File: src/rtl/mem_ctrl_if.sv
// mem_ctrl_if: bundles the core-side request/response signals and the
// word-wide memory request signals of the memory controller.
// The slave modport is the controller; the master modport is its
// environment (core plus memory).
interface mem_ctrl_if #(
  parameter int IADDR_W = 16
);
  // Core side
  logic [IADDR_W-1:0] cpu_addr;
  logic [15:0]        cpu_wdata;
  logic               cpu_read;
  logic               cpu_write;
  logic               cpu_instr_access;
  logic               cpu_read_done;
  logic [15:0]        cpu_rdata;
  logic [31:0]        cpu_instr;
  logic               cpu_busy;
  logic               cpu_cack;
  logic               cpu_ready;
  // Memory side
  logic [IADDR_W:0]   mem_addr;
  logic [15:0]        mem_wdata;
  logic               mem_req;
  logic               mem_we;
  logic               mem_ack;
  logic [15:0]        mem_rdata;

  modport slave (
    input  cpu_addr, cpu_wdata, cpu_read, cpu_write, cpu_instr_access,
           cpu_read_done, mem_ack, mem_rdata,
    output cpu_rdata, cpu_instr, cpu_busy, cpu_cack, cpu_ready,
           mem_addr, mem_wdata, mem_req, mem_we
  );

  modport master (
    output cpu_addr, cpu_wdata, cpu_read, cpu_write, cpu_instr_access,
           cpu_read_done, mem_ack, mem_rdata,
    input  cpu_rdata, cpu_instr, cpu_busy, cpu_cack, cpu_ready,
           mem_addr, mem_wdata, mem_req, mem_we
  );
endinterface

File: src/rtl/mem_ctrl.sv
// mem_ctrl: turns the core's level-held read / write / instruction-fetch
// requests into single-word memory transactions. Instructions are built
// from two consecutive 16-bit words (low word first).
// Optional feature: define MEM_CTRL_IBUF_EN to add a one-entry
// instruction buffer (tag + valid) that answers a repeated fetch of the
// last fetched address without touching memory.
module mem_ctrl #(
  parameter int IADDR_W = 16
) (
  input  logic       clk,
  input  logic       rst,
  mem_ctrl_if.slave  bus
);

  typedef enum logic [2:0] {
    S_IDLE,
    S_RD,
    S_WR,
    S_ILO,
    S_IHI,
    S_DONE
  } state_t;

  state_t             state;
  state_t             next_state;
  logic               accept;      // request taken in IDLE this cycle
  logic               ibuf_hit;    // accepted fetch served by the buffer
  logic               ibuf_match;  // buffer holds the requested address
  logic [IADDR_W-1:0] addr_q;      // latched request address
  logic [IADDR_W-1:0] ilo_addr;    // low instruction word, from the request
  logic [IADDR_W-1:0] ihi_addr;    // high instruction word, from the latch

  // Word addresses of an instruction: shift left drops the MSB, and the
  // +1 of the high word only ever sets bit 0, so it wraps modulo 2^IADDR_W.
  assign ilo_addr = {bus.cpu_addr[IADDR_W-2:0], 1'b0};
  assign ihi_addr = {addr_q[IADDR_W-2:0], 1'b1};

  // The memory request is the only combinational output: it follows state.
  assign bus.mem_req = (state == S_RD) || (state == S_WR) ||
                       (state == S_ILO) || (state == S_IHI);

`ifdef MEM_CTRL_IBUF_EN
  logic               ibuf_valid;
  logic [IADDR_W-1:0] ibuf_tag;

  assign ibuf_match = ibuf_valid && (ibuf_tag == bus.cpu_addr);

  // Instruction buffer: loaded by a completed fetch, invalidated by any
  // accepted instruction-space write.
  always_ff @(posedge clk) begin
    if (rst) begin
      ibuf_valid <= 1'b0;
      ibuf_tag   <= '0;
    end else begin
      if (state == S_IHI && bus.mem_ack) begin
        ibuf_valid <= 1'b1;
        ibuf_tag   <= addr_q;
      end
      if (accept && bus.cpu_write && bus.cpu_instr_access) begin
        ibuf_valid <= 1'b0;
      end
    end
  end
`else
  assign ibuf_match = 1'b0;
`endif

  // State register.
  always_ff @(posedge clk) begin
    // NOTE: sequential state uses non-blocking assignments so every
    // register samples the pre-edge values; the combinational block
    // below uses blocking assignments because it is evaluated in order.
    if (rst) begin
      state <= S_IDLE;
    end else begin
      state <= next_state;
    end
  end

  // Next-state decode and acceptance strobes.
  always_comb begin
    // NOTE: every signal gets a default first so no path leaves it
    // unassigned, which would otherwise infer a latch.
    next_state = state;
    accept     = 1'b0;
    ibuf_hit   = 1'b0;
    case (state)
      S_IDLE: begin
        if (bus.cpu_write) begin
          next_state = S_WR;
          accept     = 1'b1;
        end else if (bus.cpu_read && bus.cpu_instr_access) begin
          accept = 1'b1;
          if (ibuf_match) begin
            next_state = S_DONE;
            ibuf_hit   = 1'b1;
          end else begin
            next_state = S_ILO;
          end
        end else if (bus.cpu_read) begin
          next_state = S_RD;
          accept     = 1'b1;
        end
      end
      S_RD, S_WR, S_IHI: begin
        if (bus.mem_ack) next_state = S_DONE;
      end
      S_ILO: begin
        if (bus.mem_ack) next_state = S_IHI;
      end
      S_DONE: begin
        // A buffer hit spends its first DONE cycle with ready still low,
        // so exit is only considered once ready is visible to the core.
        if (bus.cpu_ready &&
            (bus.cpu_read_done || (!bus.cpu_read && !bus.cpu_write))) begin
          next_state = S_IDLE;
        end
      end
      default: next_state = S_IDLE;
    endcase
  end

  // Registered core-side handshake, memory address/data and read results.
  always_ff @(posedge clk) begin
    if (rst) begin
      bus.cpu_rdata <= '0;
      bus.cpu_instr <= '0;
      bus.cpu_busy  <= 1'b0;
      bus.cpu_cack  <= 1'b0;
      bus.cpu_ready <= 1'b0;
      bus.mem_addr  <= '0;
      bus.mem_wdata <= '0;
      bus.mem_we    <= 1'b0;
      addr_q        <= '0;
    end else begin
      bus.cpu_cack  <= accept;
      bus.cpu_busy  <= (next_state == S_RD) || (next_state == S_WR) ||
                       (next_state == S_ILO) || (next_state == S_IHI) ||
                       ibuf_hit;
      bus.cpu_ready <= (next_state == S_DONE) && !ibuf_hit;
      bus.mem_we    <= (next_state == S_WR);

      if (accept) begin
        addr_q        <= bus.cpu_addr;
        bus.mem_wdata <= bus.cpu_wdata;
        if (bus.cpu_write) begin
          bus.mem_addr <= {bus.cpu_instr_access, bus.cpu_addr};
        end else if (bus.cpu_instr_access) begin
          bus.mem_addr <= {1'b1, ilo_addr};
        end else begin
          bus.mem_addr <= {1'b0, bus.cpu_addr};
        end
      end

      if (bus.mem_ack) begin
        case (state)
          S_RD:  bus.cpu_rdata <= bus.mem_rdata;
          S_ILO: begin
            bus.cpu_instr[15:0] <= bus.mem_rdata;
            bus.mem_addr        <= {1'b1, ihi_addr};
          end
          S_IHI: bus.cpu_instr[31:16] <= bus.mem_rdata;
          default: ;
        endcase
      end
    end
  end

endmodule
File: src/flat_wrapper.sv
// flat-port wrapper written by rule: the top's interface ports become plain ports
module mem_ctrl_flat 
#(
  parameter int IADDR_W = 16
)
  (clk, rst, bus_cpu_addr, bus_cpu_wdata, bus_cpu_read, bus_cpu_write, bus_cpu_instr_access, bus_cpu_read_done, bus_mem_ack, bus_mem_rdata, bus_cpu_rdata, bus_cpu_instr, bus_cpu_busy, bus_cpu_cack, bus_cpu_ready, bus_mem_addr, bus_mem_wdata, bus_mem_req, bus_mem_we);
  mem_ctrl_if #(.IADDR_W(IADDR_W)) bus_i ();
  input  logic clk;
  input  logic rst;
  input wire logic [$bits(bus_i.cpu_addr)-1:0] bus_cpu_addr;
  input wire logic [$bits(bus_i.cpu_wdata)-1:0] bus_cpu_wdata;
  input wire logic [$bits(bus_i.cpu_read)-1:0] bus_cpu_read;
  input wire logic [$bits(bus_i.cpu_write)-1:0] bus_cpu_write;
  input wire logic [$bits(bus_i.cpu_instr_access)-1:0] bus_cpu_instr_access;
  input wire logic [$bits(bus_i.cpu_read_done)-1:0] bus_cpu_read_done;
  input wire logic [$bits(bus_i.mem_ack)-1:0] bus_mem_ack;
  input wire logic [$bits(bus_i.mem_rdata)-1:0] bus_mem_rdata;
  output wire logic [$bits(bus_i.cpu_rdata)-1:0] bus_cpu_rdata;
  output wire logic [$bits(bus_i.cpu_instr)-1:0] bus_cpu_instr;
  output wire logic [$bits(bus_i.cpu_busy)-1:0] bus_cpu_busy;
  output wire logic [$bits(bus_i.cpu_cack)-1:0] bus_cpu_cack;
  output wire logic [$bits(bus_i.cpu_ready)-1:0] bus_cpu_ready;
  output wire logic [$bits(bus_i.mem_addr)-1:0] bus_mem_addr;
  output wire logic [$bits(bus_i.mem_wdata)-1:0] bus_mem_wdata;
  output wire logic [$bits(bus_i.mem_req)-1:0] bus_mem_req;
  output wire logic [$bits(bus_i.mem_we)-1:0] bus_mem_we;
  assign bus_i.cpu_addr = bus_cpu_addr;
  assign bus_i.cpu_wdata = bus_cpu_wdata;
  assign bus_i.cpu_read = bus_cpu_read;
  assign bus_i.cpu_write = bus_cpu_write;
  assign bus_i.cpu_instr_access = bus_cpu_instr_access;
  assign bus_i.cpu_read_done = bus_cpu_read_done;
  assign bus_i.mem_ack = bus_mem_ack;
  assign bus_i.mem_rdata = bus_mem_rdata;
  assign bus_cpu_rdata = bus_i.cpu_rdata;
  assign bus_cpu_instr = bus_i.cpu_instr;
  assign bus_cpu_busy = bus_i.cpu_busy;
  assign bus_cpu_cack = bus_i.cpu_cack;
  assign bus_cpu_ready = bus_i.cpu_ready;
  assign bus_mem_addr = bus_i.mem_addr;
  assign bus_mem_wdata = bus_i.mem_wdata;
  assign bus_mem_req = bus_i.mem_req;
  assign bus_mem_we = bus_i.mem_we;
  mem_ctrl #(.IADDR_W(IADDR_W)) u_core (.clk(clk), .rst(rst), .bus(bus_i));
endmodule
File: config.mk
export PLATFORM = sky130hd
export DESIGN_NAME = mem_ctrl_flat
export DESIGN_NICKNAME = d
export VERILOG_FILES = /design/src/rtl/mem_ctrl_if.sv /design/src/rtl/mem_ctrl.sv /design/src/flat_wrapper.sv
export SDC_FILE = /design/constraint.sdc
export NUM_CORES = 1
export LEC_CHECK = 0
export CAP_MARGIN = 20
export CELL_PAD_IN_SITES_DETAIL_PLACEMENT = 1
export CELL_PAD_IN_SITES_GLOBAL_PLACEMENT = 1
export CORE_ASPECT_RATIO = 2
export CORE_MARGIN = 5
export CORE_UTILIZATION = 29
export DETAILED_ROUTE_END_ITERATION = 10
export PLACE_DENSITY = 0.73
export REMOVE_ABC_BUFFERS = 1
export SYNTH_ARGS = -nofsm -noshare
export SYNTH_HDL_FRONTEND = slang
export SYNTH_SLANG_ARGS = --single-unit
File: constraint.sdc
create_clock -name clk -period 1.3 [get_ports clk]
set_input_delay 0.195 -clock clk [delete_from_list [all_inputs] [get_ports clk]]
set_output_delay 0.195 -clock clk [all_outputs]
set_load 0.01 [all_outputs]
==> results.txt <==
The run finished, with violations left. The checks that failed: setup timing. The chip width is 92.7 µm. The worst setup skew after layout came out at 0.00787 ns. The total count of max-transition violations in the final report came out at 0. The synthesized area per cell came out at 8.00 µm². In this run the power density over the cells is 1390 nW/µm². The maximum fanout count along the critical path came out at 5. For the worst setup path, the data required time is 1.56 ns. The floorplan core area is 13400 µm². The maximum number of pins on one net before global-route repair is 42. The remaining max-slew budget at the tightest pin is 73.2%. The average detailed-routed wire length per instance is 17.9 µm.

The share of the synthesized netlist area taken by xor and xnor gates came out at 0.442%. The global routing usage on met2 came out at 35.0%. The total of max-cap violations is 0. The post-synthesis cell type count is 31. The transition time at the pin with the least slew margin is 0.400 ns. In this run the core area contains 60 standard-cell rows. The total setup violations reported at the end of the flow is 101.

The clock period minus worst slack is 1.46 ns. The period utilization came out at 112%. The global-route usage over all layers is 17.3%. The repair_antennas step left the layout with diodes totalling 0.

By area, the combinational part of the netlist is dominated by simple AND/OR/NAND/NOR gates. Across all setup checks in the final design, the least slack found is -0.160 ns. The most instantiated flip-flop cell in the synthesis netlist is sky130_fd_sc_hd__dfxtp_1. Ranked by instance count, the synthesized netlist is headed by sky130_fd_sc_hd__nand2_1, sky130_fd_sc_hd__dfxtp_1, sky130_fd_sc_hd__a21oi_1. The top cell type's share of synthesized area is 52.0%. The placer's final routability congestion estimate came out at 0.837. The die area came out at 16300 µm². For this run, design rule violations remaining after detail routing come to 0. The root buffer cell chosen for the clock tree is sky130_fd_sc_hd__clkbuf_16.

The die is 175 µm tall. The leakage power summed over all cells is 2.84 nW. The total placed cells including tap cells came out at 791. The non-filler instance count after layout is 819. The basic-gate share of the synthesized area counting and, or, nand and nor cells came out at 21.0%. Global routing used 16.5% of the available met1 tracks. The accumulated negative setup slack came out at -7.81 ns.

The violation count after the first detailed-routing iteration is 74. The worst setup path is captured at a flip-flop. The cell accounting for the most synthesized area is sky130_fd_sc_hd__dfxtp_1. Sequential cells were found to cover 52.0% of the synthesized design area. The number of global-route vias before repair is 4446.

The remaining global-route overflow came out at 0. The detailed-router iteration count before antenna repair is 4. The total standard cell area after synthesis is 3970 µm². By area the synthesized netlist is led by sky130_fd_sc_hd__dfxtp_1, sky130_fd_sc_hd__nand2_1, sky130_fd_sc_hd__a21oi_1, sky130_fd_sc_hd__mux2i_1, sky130_fd_sc_hd__o211ai_1. The worst setup path is launched from a flip-flop. The share of the synthesized area in compound gates (AO/OA/AOI/OAI) is 17.2%. The final layout net count came out at 714. For this run, global-route usage on met3 was measured as 3.73%. The port buffer count is 140. The path class of the tightest hold or removal check is in -> reg. The synthesized-area fraction occupied by adder cells is 0%. The critical path arrival is 1.72 ns.

The worst slack after detailed placement is -0.478 ns. Yosys printed 0 warnings. The ratio of routed vias to standard cells is 5.00. The synthesized netlist cell count came out at 496. The slack of the worst reg-to-reg path came out at -0.16 ns. The number of antenna violations at the first check in global routing came out at 0. The number of synthesized register bits is 103. The layout-stage area growth over the synthesis result is 64.1%. Setup repair after global routing could not meet its margin everywhere. The worst setup path is of the reg -> reg kind.

The number of top-level pins is 141. By instance count, the leading cell after synthesis is sky130_fd_sc_hd__nand2_1. The number of clock buffers added by TritonCTS is 9.

The H-tree generated during clock tree synthesis spans 3 levels. Cells fill 48.5% of the core in the end. Measured against the total synthesized area, the mux share comes to 3.78%. The worst-case IR drop observed on VDD is 0.714 mV. For the worst-skew pair, the clock arrives at the later sink with an insertion delay of 0.34 ns.

The number of failing hold endpoints at the final stage came out at 0. After clock tree synthesis, the clock-pin slew on the worst setup and hold paths is 0.07 ns. The count of nets left with antenna violations after detail routing is 0. The routed layout has 4092 vias. TritonCTS built the clock tree. The fraction of registers with async set/reset came out at 0%.

The global routing stage identified its most utilized layer as met2. The final wirelength came out at 14600 µm. The sum of net half-perimeters after detailed placement came out at 10100 µm. In this run, post-CTS hold repair placed 0 buffers.

The number of sinks driven by the clock tree came out at 103. The peak clock frequency supported by timing came out at 685 MHz. The wire length of the first global-routing pass came out at 22300 µm. In the final layout, the share of cells above drive strength 1 is 22.0%. The number of synthesized flops with an enable pin is 0. Once the floorplan was initialized, standard cells occupied 29.5% of the core. Counting along the longest clock path gives a buffer depth of 2.
## layer usage
layer / share of wire (%) / up-vias
li1: - / 1962
met1: 35 / 2005
met2: 58 / 105
met3: 4.6 / 20
met4: 2.3 / 0
met5: 0 / -
## cells by family (layout without fill, tap and decap cells)
| logic type | count (synthesis) | after routing |
|---|---|---|
| AND/OR/NAND/NOR | 212 | 212 |
| AO/OA/AOI/OAI | 124 | 124 |
| flip-flops | 103 | 103 |
| buffers and inverters | 40 | 208 |
| multiplexers | 15 | 15 |
| XOR/XNOR | 2 | 2 |
## worst paths after layout
kind | end | depth (start not counted) | start
max | u_core.bus.cpu_ready | 4 | u_core.state[1]
min reg2reg | u_core.bus.cpu_rdata[10] | 2 | u_core.bus.cpu_rdata[10]
max reg2reg | u_core.bus.cpu_ready | 4 | u_core.state[1]
min | u_core.bus.mem_wdata[11] | 2 | rst
## sequential cells by signal, summed over array words and instances, names as in the netlist
name                  flops
u_core.bus.mem_we         1
u_core.bus.mem_wdata     16
u_core.bus.cpu_busy       1
u_core.bus.cpu_instr     32
u_core.bus.mem_addr      17
u_core.bus.cpu_rdata     16
u_core.addr_q            15
u_core.bus.cpu_cack       1
u_core.bus.cpu_ready      1
u_core.state              3
## through the flow
stage | power (mW) | hold slack (ns) | instance area, µm²
2_1_floorplan | 4.60 | 0.264 | 3750
3_3_place_gp | 5.94 | 0.436 | 5790
3_5_place_dp | 6.04 | 0.449 | 5790
4_1_cts | 8.67 | 0.225 | 6130
5_1_grt | 9.49 | 0.249 | 6510
6_report | 9.03 | 0.232 | 6510
## cells in the final DEF, fill, tap and decap left out, drive strengths merged, types with 2 or more instances in the layout
| cell type | n |
|---|---|
| a21oi | 99 |
| a31oi | 2 |
| buf | 50 |
| clkbuf | 14 |
| clkdlybuf4s50 | 52 |
| clkinvlp | 3 |
| dfxtp | 103 |
| dlygate4sd2 | 85 |
| inv | 2 |
| mux2i | 15 |
| nand2 | 193 |
| nand2b | 2 |
| nor2 | 7 |
| nor3 | 3 |
| o211ai | 15 |
| o21ai | 3 |
| xnor2 | 2 |
## power by group
group          switching (mW)  internal (mW)  total (mW)
Clock                    1.20           1.36        2.55
Sequential              0.240           3.48        3.72
Combinational            1.37           1.38        2.76
## cell type report
class,instances,area (µm²)
tap,155,194
fill,1613,6930
multi-input combinational,353,2030
sequential,103,2070
inverter,2,7.51
clock buffer,12,246
timing repair buffer,190,1940
clock inverter,4,31.3
## critical path, stage by stage (launching register included)
cell                       delay [ns]
sky130_fd_sc_hd__dfxtp_4         0.38
sky130_fd_sc_hd__o41ai_2         0.44
sky130_fd_sc_hd__o221ai_2        0.19
sky130_fd_sc_hd__buf_4           0.17
sky130_fd_sc_hd__nor3_1          0.19
## repair_timing
item / 4_1_cts / 5_1_grt
cloned: 2 / 3
setup endpoints to repair: 183 / 102
gates resized for setup: 110 / 92
buffers inserted: 3 / 5
pin swaps: 0 / 33
Note: power is estimated with default switching activity, not from simulation.
==> edit (same flow settings) <==
Build with the macro `MEM_CTRL_IBUF_EN` defined.
--- a/src/rtl/mem_ctrl.sv
+++ b/src/rtl/mem_ctrl.sv
@@ -6,2 +6,4 @@
 // last fetched address without touching memory.
+`define MEM_CTRL_IBUF_EN
+
 module mem_ctrl #(
Formal check against the unedited RTL: not equivalent (Yosys sat finds a counterexample within 10 cycles, from zero or initial values and one cycle with rst high).
==> edit against the unedited design <==
The run still ends with setup timing left. Highest routed layer unchanged. Setup slack worse by 0.14 ns. Sequential cell count up 18. Routed wire length is 19% higher. Area after synthesis increased by 20%. Final area grew 15%. Clock power rose by 83%. Power grew 32%.
==> edit: results <==
export IMPL_outcome="finished, violations left"
export IMPL_synthTopCellsByArea="dfxtp_1 51%, nand2_1 16%, a21oi_1 12%, mux2i_1 3.1%, nor2_1 2.9%"
export IMPL_dpl_hpwl_um=12400
export IMPL_violations="setup timing"
export IMPL_tightest_slew_ns=0.364
export IMPL_routed_via_density=4.91
export IMPL_htree_levels=4
export IMPL_cp_arrival_ns=1.90
export IMPL_placedCellCount=956
export IMPL_seq_area_um2=2430
export IMPL_cts_buffers=17
export IMPL_clock_power_share_pct=39.1
export IMPL_post_dp_cell_area_um2=6760
export IMPL_power_leakage_uw=0.00319
export IMPL_hold_end="u_core.bus.mem_addr[7]$_SDFF_PP0_"
export IMPL_buffer_area_share_pct=26.1
export IMPL_routedWlPerCell_um=17.5
export IMPL_track_usage_pct=18.4
export IMPL_clkCellAreaFrac_pct=7.75
export IMPL_pre_cts_ws_ns=-0.784
export IMPL_met1_usage_pct=18.1
export IMPL_setup_violations=72
export IMPL_num_multi_input_gates=436
export IMPL_drive_above_1_share_pct=15.2
export IMPL_fin_ws_ns=-0.296
export IMPL_avgSynthCellArea_um2=7.92
export IMPL_swShare_pct=30.1
export IMPL_grt_pass1_vias=5434
export IMPL_finalHoldWorstSlack_ns=0.176
export IMPL_buffers_excl_clock=197
export IMPL_clk_latency_ns=0.42
export IMPL_startpoint="u_core.ibuf_tag[13]$_SDFFE_PP0P_"
export IMPL_grtUsageMet3_pct=4.82
export IMPL_pg_seq_uw=4340
export IMPL_grtUsageMet2_pct=35.3
export IMPL_drtIter0Drc=101
export IMPL_rr_worst_depth=7
export IMPL_clock_skew_final_ns=0.00904
export IMPL_tns_ns=-8.29
export IMPL_sh_seq_area_pct=32.5
[edit: changes by cell type after synthesis, moves of 3 or more]
cell      change
a21oi_1      +15
nor2_1       +30
xor2_1        +4
xnor2_1      +11
nand2_1       +7
nand3_1       +5
clkbuf_1      +4
buf_2         +7
a211oi_1     +15
dfxtp_1      +18
o211ai_1     -15
buf_4         -4
and3_1        +3
[edit: cell families after synthesis]
group	share of synthesized area (%)
AO/OA/AOI/OAI	16.6
XOR/XNOR	3.12
buffers and inverters	4.69
flip-flops	50.7
multiplexers	3.14
AND/OR/NAND/NOR	21.7
[edit: worst max-delay path, cell delays in order, from the launching register on]
cell,delay [ns]
dfxtp_2,0.32
xor2_1,0.15
nor4_2,0.27
buf_4,0.15
and3_4,0.19
a31o_4,0.16
a211oi_2,0.06
a31o_1,0.20
[edit: routing by layer]
metal	vias to the layer above	wire length [um]
li1	2344	-
met1	2367	6280
met2	136	9810
met3	29	814
met4	0	450
met5	-	0
